<file path="config.mk">
export PLATFORM = sky130hd
export DESIGN_NAME = coin_credit_controller
export DESIGN_NICKNAME = d
export VERILOG_FILES = /design/src/rtl/coin_credit_controller_pkg.sv /design/src/rtl/coin_credit_controller_edge_detect.sv /design/src/rtl/coin_credit_controller.sv
export SDC_FILE = /design/constraint.sdc
export NUM_CORES = 1
export LEC_CHECK = 0
export BUFFER_PORTS_ARGS = -buffer_cell sky130_fd_sc_hd__buf_2
export CAP_MARGIN = 5
export CORE_UTILIZATION = 56
export DETAILED_ROUTE_END_ITERATION = 16
export GPL_TIMING_DRIVEN = 0
export PLACE_DENSITY_LB_ADDON = 0.05
export SYNTH_ARGS = -nofsm -noshare
export SYNTH_HDL_FRONTEND = slang
export SYNTH_SLANG_ARGS = --single-unit
</file>
<file path="constraint.sdc">
create_clock -name clk -period 5.3 [get_ports clk]
set_input_delay 0 -clock clk [delete_from_list [all_inputs] [get_ports clk]]
set_output_delay 0 -clock clk [all_outputs]
set_load 0.02 [all_outputs]
</file>
<file path="src/rtl/coin_credit_controller_pkg.sv">
// -----------------------------------------------------------------------------
// coin_pkg
// Shared definitions for the coin credit / vending controller:
//   MAX_DRINKS      - size of the price table (number of physical button slots)
//   COIN100_VAL     - credit value of a 100 coin, in units of 100
//   COIN500_VAL     - credit value of a 500 coin, in units of 100
//   price_t         - one price table entry, in units of 100
//   DEFAULT_PRICES  - factory price table, index 0 is drink button 0
//   state_t         - controller state
// -----------------------------------------------------------------------------
package coin_pkg;

    localparam int MAX_DRINKS  = 8;
    localparam int COIN100_VAL = 1;
    localparam int COIN500_VAL = 5;

    typedef logic [7:0] price_t;

    // Unpacked so that element 0 is the leftmost literal (drink 0 costs 3).
    localparam price_t DEFAULT_PRICES [MAX_DRINKS] = '{
        8'd3, 8'd5, 8'd6, 8'd8, 8'd4, 8'd7, 8'd9, 8'd10
    };

    typedef enum logic [1:0] {
        IDLE   = 2'd0,
        BREW   = 2'd1,
        CHANGE = 2'd2
    } state_t;

endpackage

</file>
<file path="src/rtl/coin_credit_controller_edge_detect.sv">
// -----------------------------------------------------------------------------
// coin_edge_detect
// Rising-edge detector for one coin acceptor level.
//   clk    in  : system clock, rising edge
//   rst    in  : asynchronous active-low reset
//   level  in  : coin acceptor level (synchronous to clk)
//   pulse  out : high for the single cycle in which level rises
//
// The previous-level register resets to 1, so a level that is already high
// when reset is released is treated as "seen" and does not produce a pulse.
// -----------------------------------------------------------------------------
module coin_edge_detect (
    input  logic clk,
    input  logic rst,
    input  logic level,
    output logic pulse
);

    logic level_q;

    always_ff @(posedge clk or negedge rst) begin
        if (!rst) begin
            level_q <= 1'b1;
        end else begin
            level_q <= level;
        end
    end

    assign pulse = level & ~level_q;

endmodule

</file>
<file path="src/rtl/coin_credit_controller.sv">
// -----------------------------------------------------------------------------
// coin_credit_controller
// Credit and vending controller for the coffee machine. Accumulates 100/500
// coins into a saturating credit, validates a drink selection against the
// price table, runs the brewer handshake and presents change.
//
// Parameters:
//   N_DRINKS   - number of drink buttons (1..MAX_DRINKS)
//   CREDIT_W   - width of all money values (units of 100)
//   MAX_CREDIT - credit ceiling, must be < 2**CREDIT_W
//   PRICES     - price table, entries 0..N_DRINKS-1 used
//
// Ports:
//   clk          in  : clock, rising edge
//   rst          in  : asynchronous active-low reset
//   m100, m500   in  : coin levels, each rising edge is one coin
//   drink_sel    in  : drink buttons (level), lowest set index wins
//   cancel       in  : refund request (only when COIN_CANCEL_EN is defined)
//   readyIn      in  : brewer done, looked at only while brewing
//   change_ack   in  : change collected
//   enable       out : brew request, high throughout BREW
//   precioBebida out : price of the accepted drink during BREW/CHANGE
//   vuelto       out : change amount while change_valid, else 0
//   change_valid out : change presented
//   credit       out : current credit
//   drink_id     out : accepted drink index, held BREW..CHANGE
//   coin_reject  out : one-cycle pulse, a coin was returned
//   insufficient out : one-cycle pulse, selection refused for lack of credit
//
// Configuration macro:
//   COIN_CANCEL_EN - adds the cancel port; in IDLE with nonzero credit a
//                    cancel refunds the whole credit through CHANGE.
// -----------------------------------------------------------------------------
module coin_credit_controller
    import coin_pkg::*;
#(
    parameter int     N_DRINKS   = 4,
    parameter int     CREDIT_W   = 8,
    parameter int     MAX_CREDIT = 99,
    parameter price_t PRICES [MAX_DRINKS] = coin_pkg::DEFAULT_PRICES,
    localparam int    DID_W      = (N_DRINKS > 1) ? $clog2(N_DRINKS) : 1
) (
    input  logic                clk,
    input  logic                rst,
    input  logic                m100,
    input  logic                m500,
    input  logic [N_DRINKS-1:0] drink_sel,
`ifdef COIN_CANCEL_EN
    input  logic                cancel,
`endif
    input  logic                readyIn,
    input  logic                change_ack,
    output logic                enable,
    output logic [CREDIT_W-1:0] precioBebida,
    output logic [CREDIT_W-1:0] vuelto,
    output logic                change_valid,
    output logic [CREDIT_W-1:0] credit,
    output logic [DID_W-1:0]    drink_id,
    output logic                coin_reject,
    output logic                insufficient
);

    localparam logic [CREDIT_W:0] SUM_LIMIT = (CREDIT_W+1)'(MAX_CREDIT);
    localparam logic [CREDIT_W:0] VAL100    = (CREDIT_W+1)'(COIN100_VAL);
    localparam logic [CREDIT_W:0] VAL500    = (CREDIT_W+1)'(COIN500_VAL);

    state_t state;

    logic                e100;
    logic                e500;
    logic                coin_any;
    logic [CREDIT_W:0]   coin_add;
    logic [CREDIT_W:0]   coin_sum;
    logic                sum_ok;
    logic [CREDIT_W-1:0] credit_eff;

    logic                sel_hit;
    logic [DID_W-1:0]    sel_idx;
    logic [CREDIT_W-1:0] sel_price;
    logic                cancel_req;

    coin_edge_detect u_edge100 (
        .clk   (clk),
        .rst   (rst),
        .level (m100),
        .pulse (e100)
    );

    coin_edge_detect u_edge500 (
        .clk   (clk),
        .rst   (rst),
        .level (m500),
        .pulse (e500)
    );

    // Coin arithmetic is one bit wider than credit so the ceiling compare
    // cannot be fooled by wrap-around. Simultaneous coins are one deposit.
    assign coin_any = e100 | e500;
    assign coin_add = (e100 ? VAL100 : '0) + (e500 ? VAL500 : '0);
    assign coin_sum = {1'b0, credit} + coin_add;
    assign sum_ok   = (coin_sum <= SUM_LIMIT);

    // Credit as seen by a selection or cancel in the same cycle as a coin:
    // an accepted coin is counted first.
    assign credit_eff = (state == IDLE && coin_any && sum_ok) ?
                        coin_sum[CREDIT_W-1:0] : credit;

    // Lowest set button wins: scanning downward lets the lowest index
    // overwrite any higher one.
    always_comb begin
        sel_hit   = 1'b0;
        sel_idx   = '0;
        sel_price = '0;
        for (int i = N_DRINKS - 1; i >= 0; i--) begin
            if (drink_sel[i]) begin
                sel_hit   = 1'b1;
                sel_idx   = DID_W'(i);
                sel_price = CREDIT_W'(PRICES[i]);
            end
        end
    end

`ifdef COIN_CANCEL_EN
    assign cancel_req = cancel && (credit_eff != '0);
`else
    assign cancel_req = 1'b0;
`endif

    always_ff @(posedge clk or negedge rst) begin
        if (!rst) begin
            state        <= IDLE;
            enable       <= 1'b0;
            precioBebida <= '0;
            vuelto       <= '0;
            change_valid <= 1'b0;
            credit       <= '0;
            drink_id     <= '0;
            coin_reject  <= 1'b0;
            insufficient <= 1'b0;
        end else begin
            coin_reject  <= 1'b0;
            insufficient <= 1'b0;

            case (state)
                IDLE: begin
                    coin_reject <= coin_any && !sum_ok;
                    if (cancel_req) begin
                        // Refund: whole credit goes out as change, no brew.
                        state        <= CHANGE;
                        vuelto       <= credit_eff;
                        change_valid <= 1'b1;
                        credit       <= '0;
                    end else if (sel_hit && (credit_eff >= sel_price)) begin
                        state        <= BREW;
                        enable       <= 1'b1;
                        precioBebida <= sel_price;
                        drink_id     <= sel_idx;
                        credit       <= credit_eff - sel_price;
                    end else begin
                        insufficient <= sel_hit;
                        credit       <= credit_eff;
                    end
                end

                BREW: begin
                    coin_reject <= coin_any;
                    if (readyIn) begin
                        enable <= 1'b0;
                        if (credit != '0) begin
                            state        <= CHANGE;
                            vuelto       <= credit;
                            change_valid <= 1'b1;
                            credit       <= '0;
                        end else begin
                            // Exact payment: nothing to hand back.
                            state        <= IDLE;
                            precioBebida <= '0;
                            drink_id     <= '0;
                        end
                    end
                end

                CHANGE: begin
                    coin_reject <= coin_any;
                    if (change_ack) begin
                        state        <= IDLE;
                        change_valid <= 1'b0;
                        vuelto       <= '0;
                        precioBebida <= '0;
                        drink_id     <= '0;
                    end
                end

                default: begin
                    state <= IDLE;
                end
            endcase
        end
    end

endmodule

</file>
==> flow_summary.toml, run 1 <==
[run_status]
status = "finished, final reports clean"

[synth]
yosysWarnings = 0
synth_seq_cells = 30
synth_area_um2 = 2158
async_reset_ff_share_pct = 100.0
syn_area_per_cell_um2 = 9.303
synthCells = 232
synth_cell_types = 55
synth-main-ff-cell = "dfrtp_1"
yosysSeqAreaShare_pct = 34.90
synth_edf_count = 0

[clock_network]
clk_pin_slew_worst_paths_ns = 0.07
cts_buffers = 5
root_buffer = "clkbuf_8"
ctsLongestPathBuffers = 2
cts.sinks = 30
htree_levels = 2
clk_latency_ns = 0.29
cts_tree = "done"

[routing]
dr.first_iter.drc_count = 126
drc = 0
wire_per_inst_um = 15.12
wl_um = 5126
via_per_inst = 5.640
drtPass1Iterations = 4
drt.antenna.violating_nets = 0
dr_total_vias = 1912

[worst_setup_path]
rr_startpoint = "u_edge500.level_q$_DFF_PN1_"
slowest_stage = "dfstp_2"
critical_path_required_ns = 5.47
r2r_setup_slack_ns = 0.31
critical_path.max_fanout = 8
critPathArrivalTime_ns = 5.16
worstSetupPathType = "register to register"
startpoint = "u_edge500.level_q$_DFF_PN1_"
cp_top_family = "compound AO/OA/AOI/OAI gates"
reg2reg_depth = 23
crit_buf_inv = 2
r2r-end = "precioBebida[2]$_DFFE_PN0P_"
start_kind = "register"
cp-end-kind = "register"
crit_path_max_incr_delay_ns = 0.52
cp_cell_sequence = "nand2b_1 > buf_6 > xnor2_1 > ha_2 > a21o_1 > ha_2 > nor2b_1 > o21ai_0 > a221oi_2 > nor3_4 > a311o_2 > mux2i_2 > ha_1 > inv_1 > fa_2 > a21oi_1 > nor2_1 > o21ai_1 > nand2b_1 > a21oi_4 > a31oi_4 > o211a_4 > mux2_4"

[timing]
fin_crit_sh_pct = 94.10
finClkSkew_ns = 0.008428
hold_ws_ns = 0.07088
fin_crit_ns = 4.987
final_hold_viol_count = 0
setup_slack_ns = 0.3129
max_slew_margin_pct = 44.26
fmax_mhz = 200.5
final-max-slew-violation-count = 0
setup_viol = 0
tightest_slew_ns = 0.8323

[layout]
final_util_pct = 72.05
drive_above_1_share_pct = 31.96
area_growth_pct = 23.13
nets = 312
antenna_cells = 0

[power]
report.power.total_uw = 1719
vdd_drop_max_mv = 0.4458
leakage_uw = 0.001273
powerDensity_nw_per_um2 = 646.8

[placed_design]
pre_cts_slack_ns = 0.1028
place_congestion = 0.8222
port_buffers = 35
hpwl_um = 3464

[global_route]
grtUsageTotal_pct = 27.17
antenna_found_initial = 0
grt_start_max_net_pins = 31
grt.overflow.total = 0
grt_pass1_wl_um = 8473
grt_pass1_vias = 1797

[min_path]
min-delay-start = "readyIn"
hold_end = "enable$_DFFE_PN0P_"
hold_path.class = "input pin to register"
min_path_cells = 4

[floorplanning]
core_area_um2 = 3689
die_h_um = 64.08
die_area_um2 = 4106
die_x_um = 64.08
start_util_pct = 58.51
io_pins = 40
rows = 22

[job]
drv_cap = 0
metal layers:
| metal | up-vias | global-route usage (%) | part of all wire (%) |
|---|---|---|---|
| li1 | 935 | - | - |
| met1 | 899 | 34.92 | 44 |
| met2 | 64 | 44.68 | 49 |
| met3 | 14 | 5.714 | 4.2 |
| met4 | 0 | 9.943 | 2.5 |
| met5 | - | 0 | 0 |
stage by stage:
stage	instance area [um2]	cells	TNS, ns
2_1_floorplan	2170	235	0
3_3_place_gp	2405	318	0
3_5_place_dp	2405	318	0
4_1_cts	2547	328	0
5_1_grt	2658	339	-0.03005
6_report	2658	339	0
power breakdown:
group | total [uW] | switching, uW | internal [uW]
Clock | 239 | 88.7 | 150
Combinational | 1090 | 628 | 465
Sequential | 387 | 69.2 | 318
Total | 1720 | 786 | 933
cells by family after synthesis:
kind of cell / synth area share, %
AO/OA/AOI/OAI: 20.29
XOR/XNOR: 2.841
flip-flops: 34.90
multiplexers: 10.14
AND/OR/NAND/NOR: 18.73
adder cells (fa/ha/maj): 7.246
other: 0.1737
buffers and inverters: 5.681
worst reg2reg max path, cell delays in order, from the launching register on:
cell,delay [ns]
dfstp_2,0.52
nand2b_1,0.11
buf_6,0.14
xnor2_1,0.12
ha_2,0.22
a21o_1,0.10
ha_2,0.22
nor2b_1,0.13
o21ai_0,0.11
a221oi_2,0.37
nor3_4,0.10
a311o_2,0.44
mux2i_2,0.24
ha_1,0.18
inv_1,0.06
fa_2,0.36
a21oi_1,0.13
nor2_1,0.05
o21ai_1,0.13
nand2b_1,0.12
a21oi_4,0.18
a31oi_4,0.18
o211a_4,0.34
mux2_4,0.31
worst max path at each step:
stage / cells past startpoint / to
3_3_place_gp: 22 / precioBebida[3]$_DFFE_PN0P_
2_1_floorplan: 22 / drink_id[0]$_DFFE_PN0P_
6_report: 23 / precioBebida[2]$_DFFE_PN0P_
4_1_cts: 22 / precioBebida[2]$_DFFE_PN0P_
5_1_grt: 23 / precioBebida[2]$_DFFE_PN0P_
3_5_place_dp: 22 / precioBebida[2]$_DFFE_PN0P_
cells in the mapped netlist, types with 3 or more instances:
cell type	count	area [um2]
a21oi_1	10	50.05
a31o_2	3	26.28
a32oi_1	3	26.28
buf_4	4	30.03
clkbuf_1	3	11.26
dfrtp_1	28	700.7
ha_1	10	125.1
inv_1	13	48.80
mux2_2	3	33.78
mux2_4	6	90.09
mux2i_1	7	70.07
nand2_1	22	82.58
nand2b_1	11	68.82
nand3_1	5	25.02
nor2_1	16	60.06
nor2b_1	6	37.54
nor3_1	5	25.02
o21ai_0	15	75.07
o21ai_1	7	35.03
o41ai_1	4	35.03
or3_1	3	18.77
xnor2_1	5	43.79
area by class of cell:
| class | instances | area, um2 |
|---|---|---|
| clock buffers | 6 | 82.58 |
| repair buffers | 49 | 287.8 |
| clock inverters | 1 | 30.03 |
| multi-input cells | 181 | 1321 |
| well taps | 48 | 60.06 |
| plain buffers | 11 | 73.82 |
| inverters | 13 | 48.80 |
| fillers | 303 | 1031 |
| flip-flops and latches | 30 | 753.2 |
timing repair:
action,CTS,global route
buffers inserted,0,11
setup endpoints to repair,0,11
gates resized for setup,0,8
hold endpoints to repair,30,0
hold buffers,3,0
layout by cell type (no fill, tap or decap), types with 6 or more instances in the layout:
cell type and count:
nand2_1 22, mux2_4 6, o21ai_0 14, nand2b_1 11, buf_4 15, o21ai_1 8, nor2b_1 6, nor2_1 16
buf_2 37, clkbuf_8 6, ha_1 8, dfrtp_1 28, a21oi_1 9, mux2i_1 6, inv_1 13
state kept, by name (all words and copies together) (netlist names):
register           count
credit                 8
vuelto                 8
precioBebida           4
drink_id               2
state                  2
change_valid           1
coin_reject            1
enable                 1
insufficient           1
u_edge100.level_q      1
u_edge500.level_q      1
Power figures use the tool's default switching activity.
==> run 2: changes to the inputs <==
Settings changed: CAP_MARGIN 5 to 20, GPL_TIMING_DRIVEN 0 to 1.
==> flow_summary.toml, run 2 (synthesized netlist as in run 1, its figures left out) <==
[run_status]
status = "finished, final reports clean"

[clock_network]
clk_pin_slew_worst_paths_ns = 0.06
cts_buffers = 5
ctsResizeCount = 0
ctsLongestPathBuffers = 2
htree_levels = 2
clk_latency_ns = 0.28
root_buffer = "clkbuf_8"
ctsHoldBuffers = 3
cts.sinks = 30
cts_tree = "done"
cts_setup_buffers = 0

[power]
combPwrFrac_pct = 62.0
internal_power_uw = 798.9
p_switching_uw = 739.3
vdd_drop_max_mv = 0.3729
p_sw_share_pct = 48.06
clkPwrFrac_pct = 11.1
powerDensity_nw_per_um2 = 626.6
leakage_uw = 0.001175
seqPwrFrac_pct = 26.8

[worst_setup_path]
start_kind = "register"
critical_path_required_ns = 5.46
critPathArrivalTime_ns = 5.17
r2r-end = "precioBebida[3]$_DFFE_PN0P_"
crit_path_max_incr_delay_ns = 0.52
reg2reg_depth = 21
r2r_setup_slack_ns = 0.29
slowest_stage = "dfstp_2"
cp-endpoint = "precioBebida[3]$_DFFE_PN0P_"
cp_cell_sequence = "nand2b_1 > xnor2_1 > ha_1 > a21o_1 > ha_1 > maj3_2 > a31o_1 > nor3_2 > a311o_2 > mux2i_1 > ha_1 > inv_1 > fa_1 > a21oi_1 > nor2_1 > o21ai_0 > nand2b_1 > a21oi_4 > a31oi_4 > o211a_4 > mux2_4"
startpoint = "u_edge500.level_q$_DFF_PN1_"
critical_path.max_fanout = 8
worstSetupPathType = "register to register"
cp-end-kind = "register"
rr_startpoint = "u_edge500.level_q$_DFF_PN1_"
crit_top_cell = "ha_1"

[placed_design]
dp.cells = 309
hpwl_um = 3537
port_buffers = 35
place_congestion = 0.9304

[layout]
layoutNonFillerInstCount = 319
drive_above_1_share_pct = 25.83
layout_common_cells = "buf_2, dfrtp_1, nand2_1, nor2_1, o21ai_0"
nets = 292
layout_commonest_cell = "buf_2"
fill_cells = 331
reg.largest.list = "credit x8, vuelto x8, precioBebida x4"
area_growth_pct = 13.74
antenna_cells = 0

[floorplanning]
start_util_pct = 58.51
core_area_um2 = 3689
die_x_um = 64.08
rows = 22
die_h_um = 64.08
die_area_um2 = 4106
io_pins = 40

[global_route]
grt_pass1_wl_um = 7921
grt.overflow.total = 0
grt_pass1_vias = 1670
antenna_found_initial = 0
grtUsageTotal_pct = 25.59
grt_start_max_net_pins = 31

[routing]
dr.first_iter.drc_count = 145
drt.antenna.violating_nets = 0
wire_per_inst_um = 14.69
wl_um = 4686
via_per_inst = 5.618
drc = 0
dr_total_vias = 1792
drtPass1Iterations = 4

[timing]
fin_crit_sh_pct = 94.50
fin_setup_tns_ns = 0
max_slew_margin_pct = 35.36
setup_viol = 0
finClkSkew_ns = 0.005980
tightest_slew_ns = 0.9631
rsz0062_at_grt = "false"
final_hold_viol_count = 0
final-max-slew-violation-count = 0
fmax_mhz = 199.7
fin_crit_ns = 5.008

[min_path]
hold_path.class = "input pin to register"

[job]
drv_cap = 0
run 2: metrics by stage:
stage	power [uW]	cell area, um2	util (%)	setup WS [ns]	hold WS [ns]
3_5_place_dp	1365	2346	63.60	0.3289	0.07873
6_report	1538	2455	66.55	0.2915	0.07840
3_3_place_gp	1354	2346	63.60	0.4241	0.07372
4_1_cts	1541	2455	66.55	0.3135	0.07063
5_1_grt	1666	2455	66.55	0.009063	0.1521
2_1_floorplan	1143	2170	-	0.5217	-0.2956
run 2: layout make-up:
class,instances,area (um2),area share [%]
clock buffer,5,68.82,2.803
clock inverter,2,10.01,0.4077
inverter,13,48.80,1.988
multi-input combinational,181,1294,52.70
sequential,30,753.2,30.68
tap,48,60.06,2.446
timing repair buffer,40,220.2,8.970
run 2: power groups by stage:
stage | clock [uW] | combinational, uW | sequential, uW
2_1_floorplan | 0 | 676 | 467
3_3_place_gp | 0 | 942 | 412
3_5_place_dp | 0 | 951 | 414
4_1_cts | 175 | 954 | 412
5_1_grt | 186 | 1060 | 423
6_report | 171 | 954 | 412
run 2: worst min-delay path by stage:
stage | from | slack [ns] | depth (start not counted) | to
final | readyIn | 0.08 | 4 | enable$_DFFE_PN0P_
after global routing | readyIn | 0.15 | 4 | enable$_DFFE_PN0P_
after CTS | readyIn | 0.07 | 4 | enable$_DFFE_PN0P_
after detailed placement | rst | 0.08 | 1 | vuelto[6]$_DFFE_PN0P_
after global placement | rst | 0.07 | 1 | change_valid$_DFFE_PN0P_
after floorplan | rst | -0.30 | 0 | change_valid$_DFFE_PN0P_
run 2: layer usage:
metal	track usage [%]	up-vias	part of all wire, %
met3	5.714	7	5.7
met2	40.96	55	46
met5	0	-	0
met4	8.239	0	1.5
li1	-	891	-
met1	34.17	839	47
run 2: worst max-delay path, delay by kind of cell (launching register included):
family          cells  cell delay [ns]
compound gates      8             1.73
xor+xnor            1             0.07
fa+ha+maj           5             1.39
buf+inv             1             0.06
flops               1             0.52
mux                 2             0.56
simple gates        4             0.55
